### src/rtl/uart_fifo_ctl.sv
// Synchronous FIFO for the UART TX/RX data paths: registered or first-word-fall-through read,
// programmable almost-full/almost-empty thresholds, fill level, flush and sticky error flags.
module uart_fifo_ctl #(
  parameter int D_WIDTH   = 8,
  parameter int D_DEPTH   = 16,
  parameter int AF_THRESH = D_DEPTH - 2,
  parameter int AE_THRESH = 2,
  parameter int FWFT      = 0
) (
  input  logic                         clk_i,
  input  logic                         reset_n_i,
  input  logic [D_WIDTH-1:0]           wrt_data_i,
  input  logic                         wrt_ena_i,
  input  logic                         rd_ena_i,
  input  logic                         flush_i,
  input  logic                         clr_err_i,
  output logic [D_WIDTH-1:0]           rd_data_o,
  output logic                         rd_valid_o,
  output logic                         empty_o,
  output logic                         full_o,
  output logic                         almost_empty_o,
  output logic                         almost_full_o,
  output logic [$clog2(D_DEPTH):0]     level_o,
  output logic                         overflow_o,
  output logic                         underflow_o
);

  localparam int PTR_SIZE = $clog2(D_DEPTH);
  localparam logic [PTR_SIZE:0] AF_LVL = (PTR_SIZE + 1)'(AF_THRESH);
  localparam logic [PTR_SIZE:0] AE_LVL = (PTR_SIZE + 1)'(AE_THRESH);
  localparam logic [PTR_SIZE:0] PTR_ONE = (PTR_SIZE + 1)'(1);

  logic [D_WIDTH-1:0]  mem [D_DEPTH];
  logic [PTR_SIZE:0]   wr_ptr;
  logic [PTR_SIZE:0]   rd_ptr;
  logic [PTR_SIZE:0]   level;
  logic [PTR_SIZE-1:0] wr_idx;
  logic [PTR_SIZE-1:0] rd_idx;
  logic                empty;
  logic                full;
  logic                wr_acc;
  logic                rd_acc;
  logic                ovf_set;
  logic                unf_set;

  // Status is a pure function of the registered pointers; the extra MSB separates full from empty.
  assign wr_idx = wr_ptr[PTR_SIZE-1:0];
  assign rd_idx = rd_ptr[PTR_SIZE-1:0];
  assign level  = wr_ptr - rd_ptr;
  assign empty  = (wr_ptr == rd_ptr);
  assign full   = (wr_ptr[PTR_SIZE] != rd_ptr[PTR_SIZE]) && (wr_idx == rd_idx);

  assign level_o        = level;
  assign empty_o        = empty;
  assign full_o         = full;
  assign almost_empty_o = (level <= AE_LVL);
  assign almost_full_o  = (level >= AF_LVL);

  assign wr_acc  = wrt_ena_i && !full && !flush_i;
  assign rd_acc  = rd_ena_i && !empty && !flush_i;
  assign ovf_set = wrt_ena_i && full && !flush_i;
  assign unf_set = rd_ena_i && empty && !flush_i;

  always_ff @(posedge clk_i or negedge reset_n_i) begin
    if (!reset_n_i) begin
      wr_ptr <= '0;
      rd_ptr <= '0;
    end else if (flush_i) begin
      wr_ptr <= '0;
      rd_ptr <= '0;
    end else begin
      if (wr_acc) wr_ptr <= wr_ptr + PTR_ONE;
      if (rd_acc) rd_ptr <= rd_ptr + PTR_ONE;
    end
  end

  always_ff @(posedge clk_i) begin
    if (wr_acc) mem[wr_idx] <= wrt_data_i;
  end

  // A set condition in the same cycle takes priority over the clear.
  always_ff @(posedge clk_i or negedge reset_n_i) begin
    if (!reset_n_i) begin
      overflow_o  <= 1'b0;
      underflow_o <= 1'b0;
    end else begin
      if (ovf_set)        overflow_o  <= 1'b1;
      else if (clr_err_i) overflow_o  <= 1'b0;
      if (unf_set)        underflow_o <= 1'b1;
      else if (clr_err_i) underflow_o <= 1'b0;
    end
  end

  generate
    if (FWFT != 0) begin : g_fwft
      assign rd_data_o  = mem[rd_idx];
      assign rd_valid_o = !empty;
    end else begin : g_reg
      logic [D_WIDTH-1:0] rd_data_p1;
      logic               vld_p1;

      // Stage p1: head word captured on an accepted pop, valid for exactly one cycle.
      always_ff @(posedge clk_i or negedge reset_n_i) begin
        if (!reset_n_i) begin
          rd_data_p1 <= '0;
          vld_p1     <= 1'b0;
        end else begin
          vld_p1 <= rd_acc;
          if (rd_acc) rd_data_p1 <= mem[rd_idx];
        end
      end

      assign rd_data_o  = rd_data_p1;
      assign rd_valid_o = vld_p1;
    end
  endgenerate

endmodule

### config.mk
export PLATFORM = sky130hd
export DESIGN_NAME = uart_fifo_ctl
export DESIGN_NICKNAME = d
export VERILOG_FILES = /design/src/rtl/uart_fifo_ctl.sv
export SDC_FILE = /design/constraint.sdc
export NUM_CORES = 1
export LEC_CHECK = 0
export CORE_MARGIN = 2
export CORE_UTILIZATION = 49
export DETAILED_ROUTE_END_ITERATION = 16
export PLACE_DENSITY = 0.68
export SLEW_MARGIN = 20
export SYNTH_ARGS = -nofsm -noshare
export SYNTH_HDL_FRONTEND = slang
export SYNTH_SLANG_ARGS = --single-unit
export TNS_END_PERCENT = 100
### constraint.sdc
create_clock -name clk_i -period 3.56 [get_ports clk_i]
set_clock_uncertainty 0.1 [all_clocks]
set_input_delay 0.534 -clock clk_i [delete_from_list [all_inputs] [get_ports clk_i]]
set_output_delay 0.534 -clock clk_i [all_outputs]
set_load 0.03 [all_outputs]
==> results.yml <==
run_status:
  status: "finished, final reports clean"
logic_synthesis:
  synth.distinct_cells: 42
  syn_inst: 363
  synth_edf_count: 128
  syn_nets: 387
  syn_avg_cell_area_um2: 16.8
  synth_top_area_share_pct: 63.1
  synth_area_leaders: "edfxtp_1 63%, dfrtp_1 8.6%, mux4_2 5.9%"
  syn_area_um2: 6090
  synth_flop_cell: "edfxtp_1"
  yosys.area.top_type: "edfxtp_1"
  yosys_warnings: 0
  async_reset_ff_share_pct: 14.1
  synth.ff_latch_count: 149
  ys_seq_area_share_pct: 71.7
setup_path:
  critical_path_class: "flop to output port"
  start_kind: "flop"
  cp_max_fo: 9
  crit_arrival_ps: 2660
  crit_required_ps: 2930
  cp_slowest_cell: "clkdlybuf4s50_1"
  r2r_slack_ps: 1010
  path_delay_family: "buffers and inverters"
  cp_cell_sequence: "inv_1 -> ha_1 -> nand4_1 -> nor2_1 -> clkdlybuf4s50_1"
  cp_slowest_stage_delay_ps: 700
  end_kind: "output port"
  path_buf_inv: 2
grt:
  antenna_found_initial: 0
  grt_pass1_wl_um: 19100
  grt_pass1_vias: 3314
  grtUsageTotal_pct: 20.1
  grt_overflow: 0
  grt_start_max_net_pins: 52
power_and_ir_drop:
  leakagePower_nw: 2.39
  peakVddDrop_v: 0.000283
  power_mw: 4.53
  p_per_area_nw_per_um2: 627
final_layout:
  area_growth_pct: 18.8
  nNetsFinal: 442
  final_cell_mix: "128 x edfxtp_1, 39 x nor2_1, 34 x mux2i_1"
  mostFrequentLayoutCell: "edfxtp_1"
  drive_gt1_share_pct: 16.0
  antennaDiodeCount: 0
sta:
  setup_viol_count_final: 0
  maxSlewViolCount: 0
  fin_setup_tns_ps: 0
  fin_crit_sh_pct: 92.6
  worst_pin_slew_ps: 918
  whs_ps: 431
  hold_viol_final: 0
  fmax_mhz: 303
  relSlewSlack_pct: 38.6
  period_needed_ps: 3300
  rsz0062_at_grt: "no"
clock_network:
  htreeDepth: 4
  clkSinkCount: 149
  clock_latency_ps: 410
  cts_setup_buffers: 0
  holdBufCountCts: 0
  tritoncts: "built"
  root_buffer: "clkbuf_16"
  cts_buffer_depth: 2
  ctsResizeCount: 0
  clk_transition_reported_paths_ps: 60
  numCtsBuffers: 17
detailed_routing:
  drt_iter0_markers: 379
  drt.antenna.violating_nets: 0
  via_per_inst: 5.62
  wirelength_um: 12300
  drt_pass1_iterations: 5
  num_vias: 3365
  wire_per_inst_um: 20.5
  drc_errors: 0
min_path:
  worstHoldPathType: "flop to flop"
place:
  port-buffer-count: 33
  gp_congestion: 0.785
  dpl.hpwl_um: 7870
floorplan:
  fp.dieArea_um2: 13300
  die_h_um: 115
  initial_core_util_pct: 50.5
  rows: 40
  die_w_um: 115
  io_pins: 34
  core_area_um2: 12100
job:
  maxCapViolCount: 0
-- registers in the layout, indices dropped and copies added (netlist names) --
register / flops
underflow_o: 1
rd_valid_o: 1
overflow_o: 1
rd_ptr: 5
mem: 128
wr_ptr: 5
rd_data_o: 8
-- Yosys cell counts, drive strengths merged (2+ instances only) --
master and instances:
o22ai 16, edfxtp 128, nor2 39, mux2i 34, xor2 5, a31oi 8, inv 9, o32ai 2
ha 9, a22oi 8, a21oi 6, clkbuf 4, buf 10, a21o 2, o211ai 3, xnor2 4
nand2b 4, nor3 4, nand2 6, nand3 2, nand3b 2, dfrtp 21, mux4 16, o21ai 6
or3 4
-- layer usage --
layer	part of all wire, %	vias up	global-route usage, %
met5	0	-	0
met4	2.0	0	7.39
met3	5.5	18	5.02
met2	47	98	30.1
met1	46	1717	28.9
li1	-	1532	-
-- worst reg2reg max path: cells and delay by family (launching register included) --
kind                       cells  cell delay (ps)
and+or+nand+nor                3              630
DFF                            1              460
buffers and inverters          2              360
adders and majority gates      1              360
AOI/OAI and AO/OA              1              350
-- cells by family (layout without fill, tap and decap cells) --
family / after synthesis / in the layout / share of synthesized area (%)
flip-flops: 149 / 149 / 71.7
AND/OR/NAND/NOR: 67 / 67 / 5.03
AO/OA/AOI/OAI: 54 / 54 / 5.94
multiplexers: 50 / 50 / 11.5
buffers and inverters: 24 / 92 / 2.07
adder cells (fa/ha/maj): 10 / 10 / 2.18
XOR/XNOR: 9 / 9 / 1.54
-- worst paths after layout --
path / startpoint / end / cells after the start
min: overflow_o / overflow_o / 2
min reg2reg: overflow_o / overflow_o / 2
max in group asynchronous: reset_n_i / rd_ptr[1] / 1
max reg2reg: rd_ptr[2] / mem[4][7] / 7
min in group asynchronous: reset_n_i / overflow_o / 1
max: rd_ptr[2] / empty_o / 5
-- final cells by class --
type / instances / area [µm²]
inverter: 9 / 33.8
timing repair buffer: 51 / 458
clock inverter: 13 / 133
clock buffer: 19 / 433
multi-input combinational: 190 / 1600
fill: 904 / 4830
tap: 168 / 210
sequential: 149 / 4370
-- stage by stage --
stage	instance area (µm²)	util (%)	instances	setup slack, ps
after floorplan	6090	-	363	255
after global placement	6670	55.3	567	763
after detailed placement	6670	55.3	567	697
after CTS	7230	60.0	599	259
after global routing	7230	60.0	599	81.9
final	7230	60.0	599	264
-- power breakdown --
group | switching, mW | internal [mW]
registers | 0.0400 | 1.97
clock network | 0.664 | 1.03
logic | 0.486 | 0.350
Note: power is estimated with default switching activity, not from simulation.
==> patch, RTL diff (same flow settings) <==
Change the parameter `D_WIDTH` from 8 to 6.
--- a/src/rtl/uart_fifo_ctl.sv
+++ b/src/rtl/uart_fifo_ctl.sv
@@ -1,7 +1,7 @@
 // Synchronous FIFO for the UART TX/RX data paths: registered or first-word-fall-through read,
 // programmable almost-full/almost-empty thresholds, fill level, flush and sticky error flags.
 module uart_fifo_ctl #(
-  parameter int D_WIDTH   = 8,
+  parameter int D_WIDTH   = 6,
   parameter int D_DEPTH   = 16,
   parameter int AF_THRESH = D_DEPTH - 2,
   parameter int AE_THRESH = 2,
Ports: changed (resized rd_data_o and wrt_data_i); port bits go from 34 to 30. No check against the original RTL was run, so the function may have changed too.
==> patch against the unedited design <==
- sequential power is 23% lower
- final area is 19% lower
- first-iteration DRC count is 37% lower
- register-to-register slack worse by 0.22 ns
- non-clock buffer count is 13 lower
- total power is 11% lower
- sequential cell count is 34 lower
- worst setup slack worse by 0.12 ns
- routed wire length is 16% lower
- synthesized area is 21% lower
- critical endpoint is now almost_empty_o
- highest routed layer unchanged
==> patch: results (changes against the unedited design) <==
Synth
The sequential cell area fraction in the yosys report was 69.6% (was 71.7%). The async set-or-reset flop fraction in the synthesized netlist is 16.5% (was 14.1%). The number of nets produced by synthesis is 323 (was 387). Synth top area cells: edfxtp_1, dfrtp_1, mux4_2, mux2i_1, ha_1 (was edfxtp_1, dfrtp_1, mux4_2, mux2i_1, nor2_1).

Critical path
The data arrival time of the worst path is 2.78 ns (was 2.66 ns). The slowest cell on the critical path is dfrtp_1 (was clkdlybuf4s50_1). The worst setup slack for register-to-register paths came to 0.79 ns (was 1.01 ns). The highest cell delay on the worst timing path came to 0.41 ns (was 0.70 ns). The maximum fanout encountered on the critical timing path is 4 (was 9).

Power
The largest vdd supply drop came to 0.335 mV (was 0.283 mV). The cell leakage power is 0.00203 µW (was 0.00239 µW).

Placed design
The final weighted congestion of routability-driven global placement is 0.780 (was 0.785). The quantity of I/O buffers inserted on ports came to 29 (was 33). The number of cells after detailed placement was 459 (was 567).

The half-perimeter wire length after placement came to 6570 µm (was 7870 µm).

STA
The highest clock rate is 0.293 GHz (was 0.303 GHz). The transition time at the pin with the least slew margin was 0.885 ns (was 0.918 ns).

Min path
The type of the most critical hold path is primary input to async pin (was register to register).

Clock tree
The root buffer cell is clkbuf_8 (was clkbuf_16). The clock latency of the later-clocked register in the worst-skew pair is 0.50 ns (was 0.41 ns).

Outcome
Result of the run: complete, no violations (unchanged).

Route
The number of detailed-routing iterations run before antenna repair is 6 (was 5). The initial DRC count is 240 (was 379). The sum of routed wire length over all layers is 10,400 µm (was 12,300 µm).

Global routing
The wire length of the first global-routing pass came to 15,700 µm (was 19,100 µm). The pin count of the biggest net entering global routing is 40 (was 52).

Cells and area
The net count reported at finish came to 367 (was 442). The filler cell count came to 730 (was 904). The flip-flop count of the largest register, all copies and words added is 96 (was 128).
patch: worst max-delay path: cells and delay by family, from the launching register on:
family                     cells  cell delay (ns)
buffers and inverters          3             0.61
xor gates and xnor gates       1             0.11
AOI/OAI and AO/OA              3             0.54
DFF                            1             0.41
adders and majority gates      2             0.61
patch: routing by layer:
layer  share of wire (%)  GRT usage, %
met4                 1.2          6.78
met2                  49          33.8
met3                 6.1          5.11
met1                  43          28.7
met5                   0             0
patch: cell families after synthesis:
kind of cell / after synthesis / synth area share, %
AND/OR/NAND/NOR: 55 / 5.50
multiplexers: 38 / 11.0
flip-flops: 115 / 69.6
adder cells (fa/ha/maj): 10 / 2.75
AO/OA/AOI/OAI: 51 / 6.85
buffers and inverters: 22 / 2.18
XOR/XNOR: 10 / 2.13
patch: area by class of cell:
| class | count | area share (%) |
|---|---|---|
| timing repair buffer | 38 | 6.08 |
| inverter | 9 | 0.574 |
| clock buffer | 18 | 7.10 |
| clock inverter | 14 | 3.15 |
| multi-input combinational | 164 | 23.1 |
| sequential | 115 | 57.1 |
| tap | 133 | 2.83 |
patch: path summary, 6_finish.rpt:
| check | cells past startpoint | startpoint | to |
|---|---|---|---|
| setup reg to reg | 6 | rd_ptr[3]$_DFFE_PN0P_ | mem[11][0]$_DFFE_PP_ |
| max in group asynchronous | 1 | reset_n_i | rd_ptr[0]$_DFFE_PN0P_ |
| min in group clk_i | 2 | underflow_o$_DFFE_PN0P_ | underflow_o$_DFFE_PN0P_ |
| hold / removal | 1 | reset_n_i | underflow_o$_DFFE_PN0P_ |
| setup / recovery | 9 | wr_ptr[0]$_DFFE_PN0P_ | almost_empty_o |
| hold reg to reg | 2 | underflow_o$_DFFE_PN0P_ | underflow_o$_DFFE_PN0P_ |
patch: power by group through the flow:
stage | combinational (µW) | clock, µW | sequential [µW]
after floorplan | 437 | 0 | 1640
after detailed placement | 779 | 0 | 1580
after CTS | 772 | 1750 | 1550
after global routing | 822 | 1810 | 1550
final | 766 | 1730 | 1550
after global placement | 767 | 0 | 1570
patch: repair_timing:
action | in CTS | in global routing
hold endpoints to repair | 0 | 0
setup endpoints to repair | 3 | 2
buffers inserted | 0 | 0
gates resized for setup | 3 | 2
pin swaps | 0 | 0
patch: per-stage QoR:
step | area [µm²] | hold WS (ns) | util [%]
after global placement | 5280 | 0.421 | 54.5
after floorplan | 4820 | 0.138 | -
after CTS | 5880 | 0.434 | 60.7
after global routing | 5880 | 0.474 | 60.7
final | 5880 | 0.429 | 60.7
after detailed placement | 5280 | 0.423 | 54.5
